<file path="config.mk">
export PLATFORM = sky130hd
export DESIGN_NAME = uart_tx_wb
export DESIGN_NICKNAME = d
export VERILOG_FILES = /design/src/rtl/uart_tx_wb.sv
export SDC_FILE = /design/constraint.sdc
export NUM_CORES = 1
export LEC_CHECK = 0
export CAP_MARGIN = 5
export CELL_PAD_IN_SITES_DETAIL_PLACEMENT = 0
export CELL_PAD_IN_SITES_GLOBAL_PLACEMENT = 2
export CORE_MARGIN = 2
export CORE_UTILIZATION = 37
export CTS_BUF_LIST = sky130_fd_sc_hd__clkbuf_8 sky130_fd_sc_hd__clkbuf_16
export CTS_CLUSTER_DIAMETER = 150
export CTS_CLUSTER_SIZE = 24
export DETAILED_ROUTE_END_ITERATION = 8
export GPL_TIMING_DRIVEN = 0
export PLACE_DENSITY = 0.9
export RECOVER_POWER = 100
export SLEW_MARGIN = 10
export SYNTH_ARGS = -nofsm -noshare
export SYNTH_HDL_FRONTEND = slang
export SYNTH_SLANG_ARGS = --single-unit
</file>
<file path="constraint.sdc">
create_clock -name clk_i -period 5.7 [get_ports clk_i]
set_input_delay 0.855 -clock clk_i [delete_from_list [all_inputs] [get_ports clk_i]]
set_output_delay 0.855 -clock clk_i [all_outputs]
set_load 0.01 [all_outputs]
</file>
<file path="src/rtl/uart_tx_wb.sv">
// Wishbone-fed 8N1 UART transmitter; one byte per accepted request, idle-high line.
// Define UART_TX_PARITY_EN to insert an even-parity bit between data bit 7 and stop.
module uart_tx_wb #(
  parameter int unsigned CLKS_PER_BIT = 868
) (
  input  logic       clk_i,
  input  logic       rst_ni,
  input  logic       cyc_i,
  input  logic       stb_i,
  input  logic [7:0] dat_i,
  output logic       stall_o,
  output logic       ack_o,
  output logic       tx_o,
  output logic       busy_o
);

  localparam int unsigned CNT_W = (CLKS_PER_BIT > 1) ? $clog2(CLKS_PER_BIT) : 1;
  localparam logic [CNT_W-1:0] CNT_MAX = CNT_W'(CLKS_PER_BIT - 1);

  typedef enum logic [2:0] {
    IDLE,
    START,
    DATA,
`ifdef UART_TX_PARITY_EN
    PARITY,
`endif
    STOP
  } state_t;

  state_t           state;
  state_t           state_next;
  logic [CNT_W-1:0] baud_cnt;
  logic [2:0]       bit_idx;
  logic [2:0]       bit_idx_next;
  logic [7:0]       shift_q;
  logic             req;
  logic             accept;
  logic             baud_done;
  logic             tx_d;

  assign req       = cyc_i && stb_i;
  assign baud_done = (baud_cnt == CNT_MAX);

  // State register
  always_ff @(posedge clk_i) begin
    if (!rst_ni) begin
      state <= IDLE;
    end else begin
      state <= state_next;
    end
  end

  // Next-state logic; requests are only taken while idle
  always_comb begin
    state_next   = state;
    accept       = 1'b0;
    bit_idx_next = bit_idx;
    case (state)
      IDLE: begin
        if (req) begin
          accept     = 1'b1;
          state_next = START;
        end
      end
      START: begin
        if (baud_done) state_next = DATA;
      end
      DATA: begin
        if (baud_done) begin
          bit_idx_next = bit_idx + 3'd1;
          if (bit_idx == 3'd7) begin
`ifdef UART_TX_PARITY_EN
            state_next = PARITY;
`else
            state_next = STOP;
`endif
          end
        end
      end
`ifdef UART_TX_PARITY_EN
      PARITY: begin
        if (baud_done) state_next = STOP;
      end
`endif
      STOP: begin
        if (baud_done) state_next = IDLE;
      end
      default: state_next = IDLE;
    endcase
  end

  // Outputs; tx_d is the line level for the upcoming state so tx_o lands on the transition edge
  always_comb begin
    busy_o  = (state != IDLE);
    stall_o = req && (state != IDLE);
    tx_d    = 1'b1;
    case (state_next)
      START:  tx_d = 1'b0;
      DATA:   tx_d = shift_q[bit_idx_next];
`ifdef UART_TX_PARITY_EN
      PARITY: tx_d = ^shift_q;
`endif
      default: tx_d = 1'b1;
    endcase
  end

  // Datapath: baud timing, bit index, latched byte, registered line and ack
  always_ff @(posedge clk_i) begin
    if (!rst_ni) begin
      baud_cnt <= '0;
      bit_idx  <= 3'd0;
      shift_q  <= 8'h00;
      tx_o     <= 1'b1;
      ack_o    <= 1'b0;
    end else begin
      ack_o   <= accept;
      tx_o    <= tx_d;
      bit_idx <= bit_idx_next;
      if (accept) shift_q <= dat_i;
      if ((state == IDLE) || (state_next != state) || baud_done) begin
        baud_cnt <= '0;
      end else begin
        baud_cnt <= baud_cnt + CNT_W'(1);
      end
    end
  end

endmodule

</file>
# Word level (Yosys, flattened, before mapping)
# Cells that the tools add are included.
word_totals:
  output_inout_bits: 4
  inputBits: 12
  regBits: 26
op_classes:
  order_cmp: 1
  add_sub_neg: 2
  mux: 13
  n_bitwise: 1
  n_reduce_logical: 7
  eq_ne: 8
op_table:
  columns: ["operator", "n"]
  rows:
  - ["two-way mux 3 bit", 7]
  - ["one-hot mux 3 bit (4 select lines)", 1]
  - ["adder 10 x 1 -> 10 bit, second input constant", 1]
  - ["== test 10 bit, second input constant", 1]
  - ["== test 3 x 2 -> 1 bit, second input constant", 3]
  - ["== test 3 x 1 -> 1 bit, second input constant", 2]
  - ["< comparator 3 x 4 -> 1 bit, second input constant", 1]
  - ["adder 3 x 1 -> 3 bit, second input constant", 1]
  - ["binary-select mux 1 bit (select 3 bit)", 1]
  - ["== test 3 bit, second input constant", 1]
  - ["zero test 3 bit", 1]
  - ["two-way mux 1 bit", 3]
  - ["!= test 3 bit", 1]
  - ["nonzero test 3 bit", 1]
  - ["logical AND 1 bit", 2]
  - ["logical OR 1 bit", 2]
  - ["one-hot mux 1 bit (2 select lines)", 1]
  - ["OR reduction 2 bit", 1]
  - ["NOT 1 bit", 1]

# Depth between registers and ports, before layout
# Gate-level depths: netlist of run 1.
depth:
  word_depth: 8
  mapped_depth: 7
  ltp_nobuf: 7

# Worst setup path after synthesis of run 1
# Ideal clock, no wire load.
synth_path:
  kind: "input to output"
  from: "input cyc_i"
  to: "output stall_o"
  arrival_time_ns: 1.035
  n_path_buf: 0
  t_required_ns: 4.845
  slack_ns: 3.810
  stages: 1
  path_cell_list: "and3_1"
synth_via:
  elab_chain_len: 2
synth_lines:
  columns: ["item", "line", "text"]
  rows:
  - ["start, declared", "8", "input logic cyc_i,"]
  - ["logical AND 1 bit", "41", "assign req = cyc_i && stb_i;"]
  - ["logical AND 1 bit", "95", "stall_o = req && (state != IDLE);"]
  - ["end, declared", "11", "output logic stall_o,"]
# No other way between the ends.

# Worst setup path after layout of run 1
# Same ends and word-level chain as after synthesis.

==> out/metrics.csv, run 1 <==
stage;metric;value;unit
setup_path;cp_max_fo;2;
global_routing;grt.total_usage;14.69;%
synthesis;yosysSeqAreaShare;42.62;%
floorplanning;start_util;39.35;%
synthesis;synth_area_leader_cell;dfxtp_1;
timing;fin_crit;3.008;ns
synthesis;ys_ff_latch;26;
cells_and_area;nets;149;
synthesis;syn-num-nets;129;
power_and_ir_drop;p_leak;0.0005163;uW
synthesis;synth_flop_cell;dfxtp_1;
clock_network;post_cts_buffers;0;
global_routing;antenna_found_initial;0;
cells_and_area;layout_commonest_cell;dfxtp_1;
synthesis;yosys.area_share.xor_xnor;7.172;%
synthesis;synth_compound_area_share;1.639;%
synthesis;netlist_top_cells_area;dfxtp_1 43%, mux2i_1 11%, mux4_2 7.4%;
clock_network;cts_tree;yes;
outcome;status;completed;
floorplanning;die_x;61.45;microns
placed_design;port_buffers;15;
cells_and_area;final_layout_size_suffix_gt1_share;7.519;%
clock_network;clock-sinks;26;
timing;slew_headroom;32.79;%
power_and_ir_drop;ir_worst_vdd;0.1498;mV
timing;post-route-period-util;52.78;%
detailed_routing;vias;857;
global_routing;grt_pass1_vias;902;
synthesis;synthSimpleGateAreaFrac;25.82;%
setup_path;required;4.85;ns
cells_and_area;mostFrequentLayoutCells;26 x dfxtp_1, 13 x nor2_1, 13 x mux2i_1;
detailed_routing;ant_nets;0;
placed_design;dpl.cell_count;173;
placed_design;dp_hpwl;1.711;mm
placed_design;gp_congestion;0.7842;
clock_network;clockBufferDepth;2;
timing;setup_viol;0;
setup_path;endpoint;stall_o;
synthesis;synth.area.mux_share;18.03;%
setup_path;critPathLaunch;cyc_i;
timing;skew;0.005185;ns
global_routing;gr-total-overflow;0;
power_and_ir_drop;power;327.8;uW
synthesis;netlist_area;1221;sq um
min_path;holdCritPathClass;reg -> reg;
synthesis;syn-instance-count;114;
synthesis;synth_top_family_by_area;simple AND/OR/NAND/NOR gates;
cells_and_area;syn2layout_area_growth;18.75;%
setup_path;r2r_start;baud_cnt[0];
clock_network;htree_levels;1;
floorplanning;core_area;3103;sq um
global_routing;grt_pass1_wl;4.022;mm
setup_path;criticalPathCategory;in -> out;
floorplanning;rows;20;
floorplanning;die-area;3776;sq um
power_and_ir_drop;p_per_area;226.1;nW/um^2
setup_path;reg2reg_slack;3.27;ns
synthesis;synth-adder-area-share;3.074;%
timing;grt_setup_unrepaired;false;
cells_and_area;fin_cells;177;
floorplanning;die_h;61.45;microns
clock_network;clock_latency;0.27;ns
setup_path;r2r_end;tx_o;
timing;tightest_slew;0.9989;ns
global_routing;grt_max_degree;15;
clock_network;hold_buffers;0;
detailed_routing;drtPass1Iterations;3;
synthesis;synth-async-reset-ratio;0;%
timing;hold_viol_final;0;
detailed_routing;wl_per_cell;12.36;microns
timing;slew_violations;0;
clock_network;cts_resized;0;
job;drv_cap;0;
detailed_routing;drt_iter0_drc;28;
detailed_routing;routed_wl;2.187;mm
synthesis;ys_warn_count;0;
detailed_routing;vias_per_cell;4.842;
setup_path;cp.arrival;2.15;ns
detailed_routing;drc;0;
setup_path;r2r_cells;6;
clock_network;path_clk_slew;0.08;ns
cells_and_area;multi_input_area;654.4;sq um
synthesis;avgSynthCellArea;10.71;sq um
timing;tns;0;ns
synthesis;yosysTopAreaCellShare;42.62;%
setup_path;start_kind;input pin;
cells_and_area;fill_cells;324;
cells_and_area;insertedDiodeCount;0;
synthesis;synth-edff-count;0;
clock_network;cts-root-buf;clkbuf_8;
setup_path;end_kind;output pin;
timing;fmax;332.4;MHz
synthesis;synth.distinct_cells;28;
cells_and_area;regArea;520.5;sq um
clock_network;cts_buffers;3;
floorplanning;ios;16;
-- Yosys cell counts (2+ instances only) --
| library cell | count |
|---|---|
| or3_4 | 2 |
| dfxtp_1 | 26 |
| inv_1 | 2 |
| nor4_1 | 2 |
| nand2_1 | 3 |
| xnor2_1 | 3 |
| ha_1 | 3 |
| nand3_1 | 3 |
| nor2_1 | 13 |
| mux4_2 | 4 |
| and3_1 | 5 |
| nor2b_1 | 11 |
| xor2_1 | 7 |
| and2_1 | 3 |
| mux2i_1 | 13 |
| nand4_1 | 2 |
-- cell type report --
class	instances	share of cell area, %
Inverter	2	0.5177
Tap cell	44	3.796
Clock buffer	4	3.796
Multi-Input combinational cell	84	45.13
Timing Repair Buffer	15	10.35
Buffer	2	0.5177
Sequential cell	26	35.89
-- kinds of logic after synthesis --
logic type      Yosys count
flops                    26
buf+inv                   4
compound gates            2
fa+ha+maj                 3
mux                      17
other cells               1
simple gates             51
xor+xnor                 10
-- registers in the layout, summed over array words and instances, names as in the netlist --
register,count
tx_o,1
baud_cnt,10
bit_idx,3
shift_q,8
state,3
ack_o,1
-- per-layer routing --
metal	vias to the layer above	track usage [%]	share of wire (%)
li1	435	-	-
met1	410	16.90	44
met2	10	26.14	52
met3	2	5.042	3.1
met4	0	3.647	0.69
met5	-	0	0
-- where the power goes --
| group | switching [uW] | internal (uW) |
|---|---|---|
| Sequential | 2.56 | 185 |
| Clock | 55.9 | 61.7 |
| Combinational | 8.72 | 14.3 |
-- per-stage QoR --
stage	setup WS [ns]	instance area (sq um)	hold slack, ns	utilization [%]
finish	2.692	1450	0.4759	46.73
global route	2.663	1450	0.5047	46.73
CTS	2.841	1481	0.4816	47.74
detailed placement	2.841	1426	0.4594	45.97
global placement	2.862	1426	0.4407	45.97
floorplan	3.810	1221	0.4260	-
-- worst min path at each step --
| stage | from | end | slack, ns | cells past startpoint |
|---|---|---|---|---|
| after floorplan | baud_cnt[0] | baud_cnt[0] | 0.43 | 1 |
| after global placement | baud_cnt[0] | baud_cnt[0] | 0.44 | 1 |
| after detailed placement | baud_cnt[0] | baud_cnt[0] | 0.46 | 1 |
| after CTS | baud_cnt[0] | baud_cnt[0] | 0.48 | 1 |
| after global routing | baud_cnt[0] | baud_cnt[0] | 0.50 | 1 |
| final | baud_cnt[0] | baud_cnt[0] | 0.48 | 1 |
-- worst max-delay path, cell delays in order --
cell,delay [ns]
dlygate4sd3_1,0.54
and3_1,0.16
dlygate4sd3_1,0.59
(Power assumes the default switching activity.)
==> run 2, diff against run 1 <==
--- a/config.mk
+++ b/config.mk
@@ -9,13 +9,13 @@
 export CELL_PAD_IN_SITES_DETAIL_PLACEMENT = 0
 export CELL_PAD_IN_SITES_GLOBAL_PLACEMENT = 2
 export CORE_MARGIN = 2
-export CORE_UTILIZATION = 37
+export CORE_UTILIZATION = 31
 export CTS_BUF_LIST = sky130_fd_sc_hd__clkbuf_8 sky130_fd_sc_hd__clkbuf_16
 export CTS_CLUSTER_DIAMETER = 150
 export CTS_CLUSTER_SIZE = 24
 export DETAILED_ROUTE_END_ITERATION = 8
 export GPL_TIMING_DRIVEN = 0
-export PLACE_DENSITY = 0.9
+export PLACE_DENSITY = 0.81
 export RECOVER_POWER = 100
 export SLEW_MARGIN = 10
 export SYNTH_ARGS = -nofsm -noshare
==> constraint.sdc (replaced) <==
create_clock -name clk_i -period 2.5 [get_ports clk_i]
set_input_delay 0.375 -clock clk_i [delete_from_list [all_inputs] [get_ports clk_i]]
set_output_delay 0.375 -clock clk_i [all_outputs]
set_load 0.01 [all_outputs]
==> out/metrics.csv, run 2 (synthesized netlist as in run 1, its figures left out) <==
stage;metric;value;unit;change
floorplanning;die-area;4458;sq um;+18%
detailed_routing;vias_per_cell;4.700;;-2.9%
setup_path;cp_max_fo;5;;+3
power_and_ir_drop;ir_worst_vdd;0.1832;mV;+22%
clock_network;hold_buffers;0;;unchanged
cells_and_area;final_core_util;39.09;%;-7.6 points
timing;fmax;460.2;MHz;
global_routing;antenna_found_initial;0;;unchanged
placed_design;dp_hpwl;1.622;mm;-5.2%
setup_path;r2r_end;tx_o;;
global_routing;met3_usage;2.534;%;-2.5 points
detailed_routing;wl_per_cell;11.67;microns;-5.6%
timing;tightest_slew;0.6711;ns;-0.3278 ns
min_path;hold_start;baud_cnt[0];;
timing;skew;0.004252;ns;-0.0009323 ns
clock_network;cts_tree;yes;;
cells_and_area;layout_commonest_cell;dfxtp_1;;
setup_path;cpMaxStageDelayCell;nor4_2;;
cells_and_area;largest_reg_flops;10;;unchanged
job;drv_cap;0;;unchanged
clock_network;clock_latency;0.27;ns;about the same
setup_path;crit_chain;ha_1 -> nand4b_1 -> nor4_2 -> mux2i_1 -> nor3b_2 -> o21bai_1;;
cells_and_area;multi_input_area;665.6;sq um;+1.7%
global_routing;use_met1;12.49;%;-4.4 points
clock_network;clockBufferDepth;2;;unchanged
power_and_ir_drop;p_per_area;491.1;nW/um^2;+120%
setup_path;end_kind;flip-flop;;
global_routing;grt_pass1_vias;837;;-7.2%
setup_path;start_kind;flip-flop;;
min_path;holdCritPathClass;reg -> reg;;
cells_and_area;top_register;baud_cnt;;
setup_path;r2r_start;baud_cnt[0];;
clock_network;cts-root-buf;clkbuf_8;;
timing;post-route-period-util;86.91;%;
outcome;status;completed;;
timing;tns;0;ns;unchanged
cells_and_area;reg_top3;baud_cnt: 10 flops, shift_q: 8 flops;;
cells_and_area;syn2layout_area_growth;18.95;%;
placed_design;gp_congestion;0.7340;;-6.4%
floorplanning;rows;22;;+10%
cells_and_area;nets;149;;unchanged
cells_and_area;fill_cells;380;;+17%
global_routing;grtUsageMet2;17.50;%;-8.6 points
placed_design;port_buffers;15;;unchanged
setup_path;cp.arrival;2.37;ns;+0.22 ns
placed_design;place_area;1431;sq um;+0.35%
setup_path;slowest_delay;0.63;ns;+0.04 ns
setup_path;required;2.70;ns;-2.15 ns
global_routing;grt.busiest_layer;met2;;
floorplanning;start_util;32.86;%;-6.5 points
floorplanning;ios;16;;unchanged
detailed_routing;drc;0;;unchanged
detailed_routing;routed_wl;2.100;mm;-4.0%
setup_path;critPathLaunch;baud_cnt[0];;
cells_and_area;mostFrequentLayoutCells;26 x dfxtp_1, 13 x nor2_1, 13 x mux2i_1;;
cells_and_area;fin_area;1453;sq um;+0.17%
detailed_routing;drt_iter0_drc;35;;+25%
clock_network;clock-sinks;26;;unchanged
global_routing;grt.total_usage;10.61;%;-4.1 points
global_routing;gr-total-overflow;0;;unchanged
detailed_routing;ant_nets;0;;unchanged
detailed_routing;drtPass1Iterations;3;;unchanged
timing;slew_violations;0;;unchanged
floorplanning;die_h;66.77;microns;+8.6%
setup_path;criticalPathCategory;reg -> reg;;
timing;hold_viol_final;0;;unchanged
setup_path;reg2reg_slack;0.33;ns;-2.94 ns
timing;fin_crit;2.173;ns;
timing;fin_hold_ws;0.4635;ns;-0.01244 ns
setup_path;r2r_cells;6;;unchanged
power_and_ir_drop;power;713.4;uW;+120%
cells_and_area;insertedDiodeCount;0;;unchanged
floorplanning;die_x;66.77;microns;+8.6%
clock_network;cts_buffers;3;;unchanged
power_and_ir_drop;p_leak;0.0005111;uW;-1.0%
setup_path;endpoint;tx_o;;
timing;setup_viol;0;;unchanged
cells_and_area;regArea;520.5;sq um;unchanged
global_routing;grt_pass1_wl;3.532;mm;-12%
clock_network;cts_resized;0;;unchanged
clock_network;htree_levels;1;;unchanged
clock_network;post_cts_buffers;0;;unchanged
timing;grt_setup_unrepaired;false;;
global_routing;grt_max_degree;14;;-1
detailed_routing;vias;846;;-1.3%
cells_and_area;final_layout_size_suffix_gt1_share;8.333;%;+0.81 points
clock_network;path_clk_slew;0.09;ns;about the same
floorplanning;core_area;3716;sq um;+20%
timing;slew_headroom;54.89;%;+22 points
run 2: where the power goes:
| part | total [uW] | switching [uW] | leakage, uW | internal, uW |
|---|---|---|---|---|
| clock | 235 | 127 | 0.0000216 | 108 |
| combinational | 52.4 | 19.4 | 0.000279 | 33.0 |
| sequential | 426 | 5.33 | 0.000211 | 421 |
| total | 713 | 151 | 0.000511 | 562 |
run 2: final cells by class:
class / count / share of cell area (%)
repair buffers: 15 / 10.34
plain buffers: 2 / 0.5168
flip-flops and latches: 26 / 35.83
inverters: 2 / 0.5168
multi-input cells: 84 / 45.82
clock buffers: 3 / 2.842
well taps: 48 / 4.134
run 2: worst min path at each step:
stage                        endpoint  slack [ns]  depth (start not counted)
after global placement    baud_cnt[0]        0.44                          1
after global routing      baud_cnt[0]        0.49                          1
final                     baud_cnt[0]        0.46                          1
after CTS                 baud_cnt[0]        0.47                          1
after detailed placement  baud_cnt[0]        0.45                          1
after floorplan           baud_cnt[0]        0.43                          1
run 2: metal layers:
layer	share of wire, %	up-vias
li1	-	433
met1	48	396
met2	47	12
met3	3.0	5
met4	2.2	0
met5	0	-
run 2: per-stage QoR:
| stage | worst slack (ns) | cells |
|---|---|---|
| finish | 0.3272 | 180 |
| global route | 0.1577 | 180 |
| CTS | 0.4334 | 180 |
| detailed placement | 0.4471 | 177 |
| global placement | 0.5005 | 177 |
| floorplan | 0.7080 | 114 |
run 2: worst max-delay path, delay by kind of cell, from the launching register on:
kind | cells | cell delay [ns]
AOI/OAI and AO/OA | 1 | 0.16
adders and majority gates | 1 | 0.29
DFF | 1 | 0.37
muxes | 1 | 0.35
and+or+nand+nor | 3 | 0.94
